File: src/rtl/inst_reload_ctrl.sv
// ---------------------------------------------------------------------------
// inst_reload_ctrl
//
// Loads batches of 16-bit instruction words from a host stream into the
// shared 8-bit instruction/data memory of the serial CPU. Each word becomes
// two byte writes: the low byte goes to an even address and the high byte to
// the next odd address. Batches start at byte address DEFAULT_PC_ADDR*2.
// After a batch is written, the block pulses `start`. It reloads when the CPU
// reports instruction exhaustion and stops for good when the CPU halts.
//
// Optional feature (compile-time macro RELOAD_APPEND_HALT_EN):
//   When defined, a HALT instruction word is appended after the host's last
//   word, provided the batch still has room for it.
//
// Ports:
//   clk        - single clock, rising edge
//   rst        - synchronous active-high reset
//   nxt[1:0]   - CPU status: [0] program halted, [1] instructions exhausted
//   inst_valid - host word valid
//   inst_data  - host instruction word
//   inst_last  - final word of the batch (qualified by inst_valid)
//   inst_ready - word accepted when inst_valid && inst_ready
//   mem_own    - 1 = memory address/data/we come from this block
//   m_addr     - memory byte address
//   m_we       - memory write enable
//   m_dataout  - memory write byte
//   start      - one-cycle CPU start pulse
//   cpu_halt   - sticky halt flag
//   batch_cnt  - number of batches launched (wraps at 255 -> 0)
//   err        - sticky batch-overflow flag
// ---------------------------------------------------------------------------
module inst_reload_ctrl #(
    parameter int MEMORY_ADDR_WIDTH = 10,
    parameter int DEFAULT_PC_ADDR   = 250,
    parameter int MAX_WORDS         = 16
) (
    input  logic                         clk,
    input  logic                         rst,
    input  logic [1:0]                   nxt,
    input  logic                         inst_valid,
    input  logic [15:0]                  inst_data,
    input  logic                         inst_last,
    output logic                         inst_ready,
    output logic                         mem_own,
    output logic [MEMORY_ADDR_WIDTH-1:0] m_addr,
    output logic                         m_we,
    output logic [7:0]                   m_dataout,
    output logic                         start,
    output logic                         cpu_halt,
    output logic [7:0]                   batch_cnt,
    output logic                         err
);

    localparam int KW = $clog2(MAX_WORDS + 1);
    localparam logic [MEMORY_ADDR_WIDTH-1:0] BASE_ADDR = MEMORY_ADDR_WIDTH'(DEFAULT_PC_ADDR * 2);
    localparam logic [KW-1:0] K_MAX = KW'(MAX_WORDS);

`ifdef RELOAD_APPEND_HALT_EN
    // HALT opcode in the top five bits, matching the CPU's instruction encoding.
    localparam logic [4:0]  HALT_OPCODE = 5'b11111;
    localparam logic [15:0] HALT_WORD   = {HALT_OPCODE, 11'b0};
`endif

    typedef enum logic [2:0] {
        LOAD_LO,
        LOAD_HI,
        START,
        RUN,
        HALTED
`ifdef RELOAD_APPEND_HALT_EN
        ,
        APPEND_LO,
        APPEND_HI
`endif
    } state_t;

    state_t                         state, state_n;
    logic [KW-1:0]                  k, k_n;
    logic [7:0]                     hi_byte, hi_byte_n;
    logic                           last_q, last_n;
    logic [1:0]                     nxt_r, nxt_q;
    logic                           inst_ready_n, mem_own_n, m_we_n, start_n;
    logic                           cpu_halt_n, err_n;
    logic [MEMORY_ADDR_WIDTH-1:0]   m_addr_n;
    logic [7:0]                     m_dataout_n, batch_cnt_n;
    logic [MEMORY_ADDR_WIDTH-1:0]   lo_addr, hi_addr;
    logic                           accept;
    logic [1:0]                     nxt_rise;

    // Byte addresses of the current word slot; arithmetic wraps at the
    // address width. The base is always even, so hi = lo + 1 stays in-word.
    assign lo_addr  = BASE_ADDR + MEMORY_ADDR_WIDTH'({k, 1'b0});
    assign hi_addr  = lo_addr + MEMORY_ADDR_WIDTH'(1);
    assign accept   = inst_valid && inst_ready;
    // Edge detect on a registered copy so that levels left high from a
    // previous run never retrigger a reload or halt.
    assign nxt_rise = nxt_r & ~nxt_q;

    // State register plus every registered output.
    always_ff @(posedge clk) begin
        if (rst) begin
            state      <= LOAD_LO;
            k          <= '0;
            hi_byte    <= '0;
            last_q     <= 1'b0;
            nxt_r      <= 2'b00;
            nxt_q      <= 2'b00;
            inst_ready <= 1'b0;
            mem_own    <= 1'b0;
            m_addr     <= '0;
            m_we       <= 1'b0;
            m_dataout  <= '0;
            start      <= 1'b0;
            cpu_halt   <= 1'b0;
            batch_cnt  <= '0;
            err        <= 1'b0;
        end else begin
            state      <= state_n;
            k          <= k_n;
            hi_byte    <= hi_byte_n;
            last_q     <= last_n;
            nxt_r      <= nxt;
            nxt_q      <= nxt_r;
            inst_ready <= inst_ready_n;
            mem_own    <= mem_own_n;
            m_addr     <= m_addr_n;
            m_we       <= m_we_n;
            m_dataout  <= m_dataout_n;
            start      <= start_n;
            cpu_halt   <= cpu_halt_n;
            batch_cnt  <= batch_cnt_n;
            err        <= err_n;
        end
    end

    // Next-state and next-output logic. Outputs are computed for the state
    // being entered, so a write decided in one state is visible on the port
    // during the following cycle.
    always_comb begin
        state_n      = state;
        k_n          = k;
        hi_byte_n    = hi_byte;
        last_n       = last_q;
        m_addr_n     = m_addr;
        m_dataout_n  = m_dataout;
        m_we_n       = 1'b0;
        cpu_halt_n   = cpu_halt;
        err_n        = err;
        batch_cnt_n  = batch_cnt;

        case (state)
            LOAD_LO: begin
                if (accept) begin
                    hi_byte_n = inst_data[15:8];
                    last_n    = inst_last;
                    state_n   = LOAD_HI;
                    // A full batch swallows further words without writing.
                    if (k == K_MAX) begin
                        err_n = 1'b1;
                    end else begin
                        m_addr_n    = lo_addr;
                        m_dataout_n = inst_data[7:0];
                        m_we_n      = 1'b1;
                    end
                end
            end

            LOAD_HI: begin
                // k only advances on real writes, so k == K_MAX here means
                // the low half of this word was suppressed as well.
                if (k != K_MAX) begin
                    m_addr_n    = hi_addr;
                    m_dataout_n = hi_byte;
                    m_we_n      = 1'b1;
                    k_n         = k + KW'(1);
                end
                if (last_q) begin
`ifdef RELOAD_APPEND_HALT_EN
                    if (k_n == K_MAX) begin
                        err_n   = 1'b1;
                        state_n = START;
                    end else begin
                        state_n = APPEND_LO;
                    end
`else
                    state_n = START;
`endif
                end else begin
                    state_n = LOAD_LO;
                end
            end

`ifdef RELOAD_APPEND_HALT_EN
            APPEND_LO: begin
                m_addr_n    = lo_addr;
                m_dataout_n = HALT_WORD[7:0];
                m_we_n      = 1'b1;
                state_n     = APPEND_HI;
            end

            APPEND_HI: begin
                m_addr_n    = hi_addr;
                m_dataout_n = HALT_WORD[15:8];
                m_we_n      = 1'b1;
                state_n     = START;
            end
`endif

            START: begin
                k_n     = '0;
                state_n = RUN;
            end

            RUN: begin
                // Halt takes precedence when both bits rise together.
                if (nxt_rise[0]) begin
                    cpu_halt_n = 1'b1;
                    state_n    = HALTED;
                end else if (nxt_rise[1]) begin
                    state_n = LOAD_LO;
                end
            end

            HALTED: begin
                state_n = HALTED;
            end

            default: begin
                state_n = LOAD_LO;
            end
        endcase

        start_n = (state_n == START);
        if (start_n) begin
            batch_cnt_n = batch_cnt + 8'd1;
        end
        inst_ready_n = (state_n == LOAD_LO);
        // The final byte of a batch is on the port during the START cycle;
        // ownership is held for any cycle that carries a write so that byte
        // actually reaches memory.
        mem_own_n = (state_n == LOAD_LO) || (state_n == LOAD_HI) || m_we_n;
`ifdef RELOAD_APPEND_HALT_EN
        if ((state_n == APPEND_LO) || (state_n == APPEND_HI)) begin
            mem_own_n = 1'b1;
        end
`endif
    end

endmodule
File: config.mk
export PLATFORM = sky130hd
export DESIGN_NAME = inst_reload_ctrl
export DESIGN_NICKNAME = d
export VERILOG_FILES = /design/src/rtl/inst_reload_ctrl.sv
export SDC_FILE = /design/constraint.sdc
export NUM_CORES = 1
export LEC_CHECK = 0
export BUFFER_PORTS_ARGS = -buffer_cell sky130_fd_sc_hd__buf_2
export CAP_MARGIN = 20
export CORE_ASPECT_RATIO = 0.75
export CORE_MARGIN = 4
export CORE_UTILIZATION = 36
export DETAILED_ROUTE_END_ITERATION = 8
export GPL_TIMING_DRIVEN = 0
export PLACE_DENSITY = 0.69
export SYNTH_ARGS = -nofsm -noshare
export SYNTH_HDL_FRONTEND = slang
export SYNTH_SLANG_ARGS = --single-unit
export TNS_END_PERCENT = 1
File: constraint.sdc
create_clock -name clk -period 1.9 [get_ports clk]
set_input_delay 0.38 -clock clk [delete_from_list [all_inputs] [get_ports clk]]
set_output_delay 0.38 -clock clk [all_outputs]
set_load 0.03 [all_outputs]
==> impl_results.md, run 1 <==
- Largest family of logic cells by synthesized area: simple AND/OR/NAND/NOR gates
- DRC viols: 0
- #FFs+latches synth: between 50 and 60
- Worst EP arrival: 1960 ps
- Max-cap viol count: 0
- Tcrit/Tclk final: 90.99%
- Clock Latency Late Sink: roughly 310 ps
- Largest net degree at the start of global routing: 16
- Grt total ovfl: 0
- Cts bufs inserted: 5
- Register area share after synthesis: ~48%
- Pleak: ~1.1 nW
- Multiplexer share of the synthesized area: around a tenth
- DP HPWL: roughly 3.5 mm
- Util after Layout: approximately 46%
- First-pass DRT Iterations: 4
- Pwr Density: between 800 and 900 nW/um^2
- First-pass GRT wire length: around 8.3 mm
- CP endpoint kind: flop
- WP data required: between 2000 and 2500 ps
- Avg Inst Size Synth: between 9 and 10 um^2
- Crit path max fanout: 10
- Critical path launch point type: flop
- CTS clk-pin slew, worst paths: 90 ps
- Placed cell count: roughly 350
- Normalized max-slew margin: approximately 50%
- Final non-filler cell total: 364
- Core area: roughly 6000 um^2
- Area leader, netlist: dfxtp_1
- Synth Cell Area: 2183 um^2
- Area of the die: around 7400 um^2
- # hold bufs at CTS: 0
- Final worst slack: around 170 ps
- Max Freq: around 0.58 GHz
- H-tree Lvls: 2
- Synth Area in Adders: between 2 and 3%
- Post-route ant nets: 0
- Critical path class: flop to flop
- CTS tree: yes
- Starting Density: a little under two fifths
- Yosys cell types: 34
- FFs w/ async S/R, synth: 0%
- Setup WS pre-CTS: -326.9 ps
- RSZ-0062 raised after global routing: no
- Status: finished, final reports clean
- Clk buf depth: 2
- Peak VDD IR: roughly 0.31 mV
- Area share of the largest cell type after synthesis: 47.68%
- Ports: 54
- Final Slew Violations: 0
- Period minus WS final: ~1700 ps
- Final Skew: 6.162 ps
- Row count: 24
- Antenna violations before repair: 0
- Largest cells by area after synthesis: dfxtp_1, mux2i_1, nor2_1
- Setup violations, final: 0
- Syn. warnings: 0
- Post-synthesis simple-gate area fraction: between 10% and 20%
- CTS sink count: 52
- Area fraction in compound gates after synthesis: approximately 11%
- Ys flop type: dfxtp_1
- Share of layout cells above drive strength 1: 31.12%
- Die width: 97.93 um
- HP Class: input pin to flop
- Die Y: about 75 um
- Number of global-route vias before repair: 1748
- Nets: 312
- Setup tns final: 0 ps
- Via Count: 1689
- DRT iter0 DRCs: 42
- Gpl congestion: approximately 0.82
- Vias per cell: ~4.6
- PortBufs: 53
- Routed wire length per instance: 13.56 um
- CTS Root Cell: clkbuf_8
- Final hold violation count: 0
- Antenna diode count: 0
- Layout area overhead: 23.50%
- Syn nets: 249
- XOR/XNOR share of the synthesized area: under 10%
- Gate count of the mapped netlist: 222
- GRT Util Overall: 14.09%
- WL final: roughly 4.9 mm
- Slew @ Worst Pin: between 700 and 800 ps
- EDFF count, synth: 0
report_power, final:
group | total [W] | internal [W] | switching, W
Combinational | 0.000350 | 0.000135 | 0.000214
Clock | 0.000753 | 0.000391 | 0.000362
Sequential | 0.00117 | 0.00114 | 0.0000266
metal layers:
layer / wire length (um) / vias to the layer above / GRT usage, %
met5: 0 / - / 0
met1: 2329 / 771 / 17.19
met4: 63 / 0 / 5.223
met3: 323 / 8 / 5.032
met2: 2218 / 32 / 23.38
li1: - / 878 / -
layout make-up:
cell class                 instances  area (um^2)
timing repair buffer              56        287.8
multi-input combinational        150         1051
clock buffer                       6        72.57
tap                               78        97.59
sequential                        52         1046
buffer                            14        83.83
fill                             584         3159
clock inverter                     2        35.03
inverter                           6        22.52
cells in the final DEF (no fill, tap or decap), types with 2 or more instances in the layout:
cell / netlist / routed
nor2_1: 42 / 42
xor2_1: 4 / 4
a211oi_2: 8 / 8
nand4bb_1: 2 / 2
clkbuf_8: 0 / 5
mux2i_1: 22 / 22
nor3_1: 4 / 4
nor2b_1: 7 / 7
ha_1: 5 / 5
buf_4: 3 / 6
nand4_1: 2 / 2
inv_1: 5 / 5
xnor2_1: 7 / 7
buf_6: 2 / 2
o21ai_0: 2 / 2
nand2_1: 12 / 12
a21oi_1: 12 / 12
clkbuf_1: 5 / 6
buf_2: 4 / 57
dfxtp_1: 52 / 50
nand3_1: 5 / 5
a211oi_1: 4 / 4
registers in the layout, summed over array words and instances (netlist names):
register / flops
err: 1
m_we: 1
hi_byte: 8
state: 3
cpu_halt: 1
nxt_q: 2
mem_own: 1
inst_ready: 1
batch_cnt: 8
last_q: 1
m_addr: 9
m_dataout: 8
start: 1
nxt_r: 2
k: 5
synth_stat cells, types with 2 or more instances:
cell       number
nor3_1          4
nor2_1         42
a21oi_1        12
nand3_1         5
buf_2           4
mux2i_1        22
o21ai_0         2
clkbuf_1        5
nor2b_1         7
inv_1           5
dfxtp_1        52
ha_1            5
xnor2_1         7
nand4bb_1       2
xor2_1          4
nand4_1         2
buf_4           3
buf_6           2
a211oi_2        8
nand2_1        12
a211oi_1        4
worst paths after layout:
path                            endpoint                   from  slack [ps]  depth (start not counted)
hold reg to reg    cpu_halt$_SDFFE_PP0P_  cpu_halt$_SDFFE_PP0P_         450                          2
hold / removal       nxt_r[0]$_SDFF_PP0_                 nxt[0]         300                          2
setup / recovery  m_addr[2]$_SDFFE_PP0P_      k[1]$_SDFFE_PP0P_         170                          8
setup reg to reg  m_addr[2]$_SDFFE_PP0P_      k[1]$_SDFFE_PP0P_         170                          8
worst max-delay path, cell delays in order, from the launching register on:
cell and delay, ps:
dfxtp_4 390, inv_1 50, ha_1 200, nor4bb_2 190, a2111oi_4 220, buf_4 200
buf_6 140, nor2_1 60, a211oi_2 200
repair_timing:
| item | in CTS | in global routing |
|---|---|---|
| setup buffers | 3 | 0 |
| gates resized for setup | 1 | 4 |
| gates cloned | 0 | 0 |
| pin swaps | 1 | 1 |
| endpoints found under the setup margin | 18 | 19 |
kinds of logic after synthesis:
logic type               after synthesis
multiplexers                          22
AO/OA/AOI/OAI                         29
buffers and inverters                 20
XOR/XNOR                              11
AND/OR/NAND/NOR                       83
flip-flops                            52
adder cells (fa/ha/maj)                5
through the flow:
stage          hold slack, ps  area, um^2  total power (W)
3_5_place_dp            444.7        2546         0.001535
5_1_grt                 318.1        2696         0.002370
6_report                298.4        2696         0.002271
3_3_place_gp            435.4        2546         0.001527
2_1_floorplan           429.7        2183         0.001433
4_1_cts                 297.0        2678         0.002295
(Power assumes the default switching activity.)
==> run 2, diff against run 1 <==
--- a/config.mk
+++ b/config.mk
@@ -13,6 +13,7 @@
 export DETAILED_ROUTE_END_ITERATION = 8
 export GPL_TIMING_DRIVEN = 0
 export PLACE_DENSITY = 0.69
+export SETUP_SLACK_MARGIN = 0.2
 export SYNTH_ARGS = -nofsm -noshare
 export SYNTH_HDL_FRONTEND = slang
 export SYNTH_SLANG_ARGS = --single-unit
==> run 2 against run 1 <==
Sequential share of layout area decreased by 0.50 points. Die area stayed put. Register-to-register slack improved by 70 ps. Flip-flop and latch count did not move. Total power is 4.3% lower. Clock power decreased by 14%. Largest cell class unchanged.
==> impl_results.md, run 2 (synthesized netlist as in run 1, its figures left out) <==
- Setup violations, final: 0 (unchanged)
- Post-route ant nets: 0 (unchanged)
- Gpl congestion: 0.7588 (was 0.8236)
- Setup WS pre-CTS: -216.5 ps (was -326.9 ps)
- WP data required: 2080 ps (was 2130 ps)
- Slew @ Worst Pin: 715.4 ps (was 750.5 ps)
- Design Power: 0.002173 W (was 0.002271 W)
- Core area: 5856 um^2 (unchanged)
- Via Count: 1710 (was 1689)
- HP Class: input pin to flop (unchanged)
- Final Slew Violations: 0 (unchanged)
- PortBufs: 53 (unchanged)
- Row count: 24 (unchanged)
- First-pass DRT Iterations: 4 (unchanged)
- CTS tree: yes (unchanged)
- First-pass GRT wire length: 7.714 mm (was 8.300 mm)
- Tcrit/Tclk final: 87.49% (was 90.99%)
- Nets: 316 (was 312)
- Peak VDD IR: 0.3312 mV (was 0.3127 mV)
- Ports: 54 (unchanged)
- Layout area overhead: 25.27% (was 23.50%)
- WL final: 5.019 mm (was 4.936 mm)
- Die Y: 75.45 um (unchanged)
- Antenna diode count: 0 (unchanged)
- Clk buf depth: 2 (unchanged)
- Starting Density: 37.29% (unchanged)
- Status: finished, final reports clean (unchanged)
- Pleak: 1.135 nW (was 1.122 nW)
- Worst EP arrival: 1840 ps (was 1960 ps)
- Worst Min Path Start: nxt[0] (unchanged)
- Normalized max-slew margin: 52.31% (was 49.97%)
- GRT Util Overall: 13.29% (was 14.09%)
- Commonest cells after routing, fill and taps aside: buf_2, dfxtp_1, nor2_1 (unchanged)
- Die width: 97.93 um (unchanged)
- Pwr Density: 794.4 nW/um^2 (was 842.1 nW/um^2)
- Area of the die: 7388 um^2 (unchanged)
- Commonest non-fill, non-tap cell in the layout: buf_2 (unchanged)
- CTS sink count: 52 (unchanged)
- Final hold violation count: 0 (unchanged)
- CTS Root Cell: clkbuf_8 (unchanged)
- Max-cap viol count: 0 (unchanged)
- Max reg flops: 9 (unchanged)
- Share of layout cells above drive strength 1: 33.45% (was 31.12%)
- DRC viols: 0 (unchanged)
- Worst Setup SP: state[2]$_SDFF_PP0_ (was k[1]$_SDFFE_PP0P_)
- DP HPWL: 3.587 mm (was 3.500 mm)
- Critical path launch point type: flop (unchanged)
- Critical path class: flop to flop (unchanged)
- Clock Latency Late Sink: 310 ps (about the same)
- Routed wire length per instance: 13.64 um (was 13.56 um)
- Final worst slack: 237.7 ps (was 171.2 ps)
- Largest net degree at the start of global routing: 15 (was 16)
- Antenna violations before repair: 0 (unchanged)
- Largest Register: m_addr (unchanged)
- Final Skew: 6.569 ps (was 6.162 ps)
- Cts bufs inserted: 5 (unchanged)
- CTS clk-pin slew, worst paths: 90 ps (about the same)
- CP endpoint kind: flop (unchanged)
- Setup tns final: 0 ps (unchanged)
- Max Freq: 0.6016 GHz (was 0.5785 GHz)
- Crit path max fanout: 10 (unchanged)
- Grt total ovfl: 0 (unchanged)
- Vias per cell: 4.647 (was 4.640)
- DRT iter0 DRCs: 46 (was 42)
- H-tree Lvls: 2 (unchanged)
- RR Startpoint: state[2]$_SDFF_PP0_ (was k[1]$_SDFFE_PP0P_)
- Number of global-route vias before repair: 1593 (was 1748)
- RSZ-0062 raised after global routing: yes (was no)
- Period minus WS final: 1662 ps (was 1729 ps)
==> run 2: changes by cell type in the layout (fill, tap and decap cells not counted), sizes merged <==
| cell | previous run | this run |
|---|---|---|
| bufinv | 1 | 0 |
| clkbuf | 11 | 14 |
| buf | 65 | 68 |
| clkinv | 1 | 0 |
==> run 2: final cells by class <==
class | instances | area, um^2
multi-input combinational | 150 | 1074
buffer | 14 | 86.33
inverter | 6 | 22.52
clock buffer | 8 | 90.09
timing repair buffer | 60 | 317.8
sequential | 52 | 1047
fill | 582 | 3120
tap | 78 | 97.59
==> run 2: worst paths after layout <==
kind | endpoint | slack (ps) | cells past startpoint
max | hi_byte[7]$_SDFFE_PP0P_ | 240 | 5
min | nxt_r[0]$_SDFF_PP0_ | 290 | 2
max reg2reg | hi_byte[7]$_SDFFE_PP0P_ | 240 | 5
min reg2reg | cpu_halt$_SDFFE_PP0P_ | 450 | 2
==> run 2: critical path, stage by stage, from the launching register on <==
cell	delay, ps
dfxtp_1	300
buf_2	180
nor4_4	440
clkbuf_4	340
mux2i_1	200
nor2_1	50
==> run 2: repair_timing <==
action                                  4_1_cts  5_1_grt
hold buffers                                  0        0
endpoints found under the setup margin       31       30
setup buffers                                 4        3
pin swaps                                     1        0
gates resized for setup                       0        5
==> run 2: through the flow <==
step           util [%]  area, um^2  hold WS (ps)  cells
3_3_place_gp      43.78        2564         436.0    353
6_report          46.71        2735         293.0    368
3_5_place_dp      43.78        2564         440.7    353
5_1_grt           46.71        2735         295.2    368
4_1_cts           45.83        2684         291.8    365
2_1_floorplan         -        2201         429.7    222
==> run 2: routing by layer <==
| layer | vias to the layer above | global-route usage [%] | part of all wire, % |
|---|---|---|---|
| li1 | 887 | - | - |
| met1 | 786 | 17.41 | 49 |
| met2 | 31 | 20.66 | 44 |
| met3 | 6 | 5.215 | 5.9 |
| met4 | 0 | 3.687 | 0.80 |
| met5 | - | 0 | 0 |
==> run 2: power breakdown <==
group          total (W)  internal (W)  switching, W  leakage, nW
logic           0.000362      0.000141      0.000220        0.663
registers        0.00117       0.00114     0.0000256        0.426
clock network   0.000644      0.000298      0.000346       0.0455
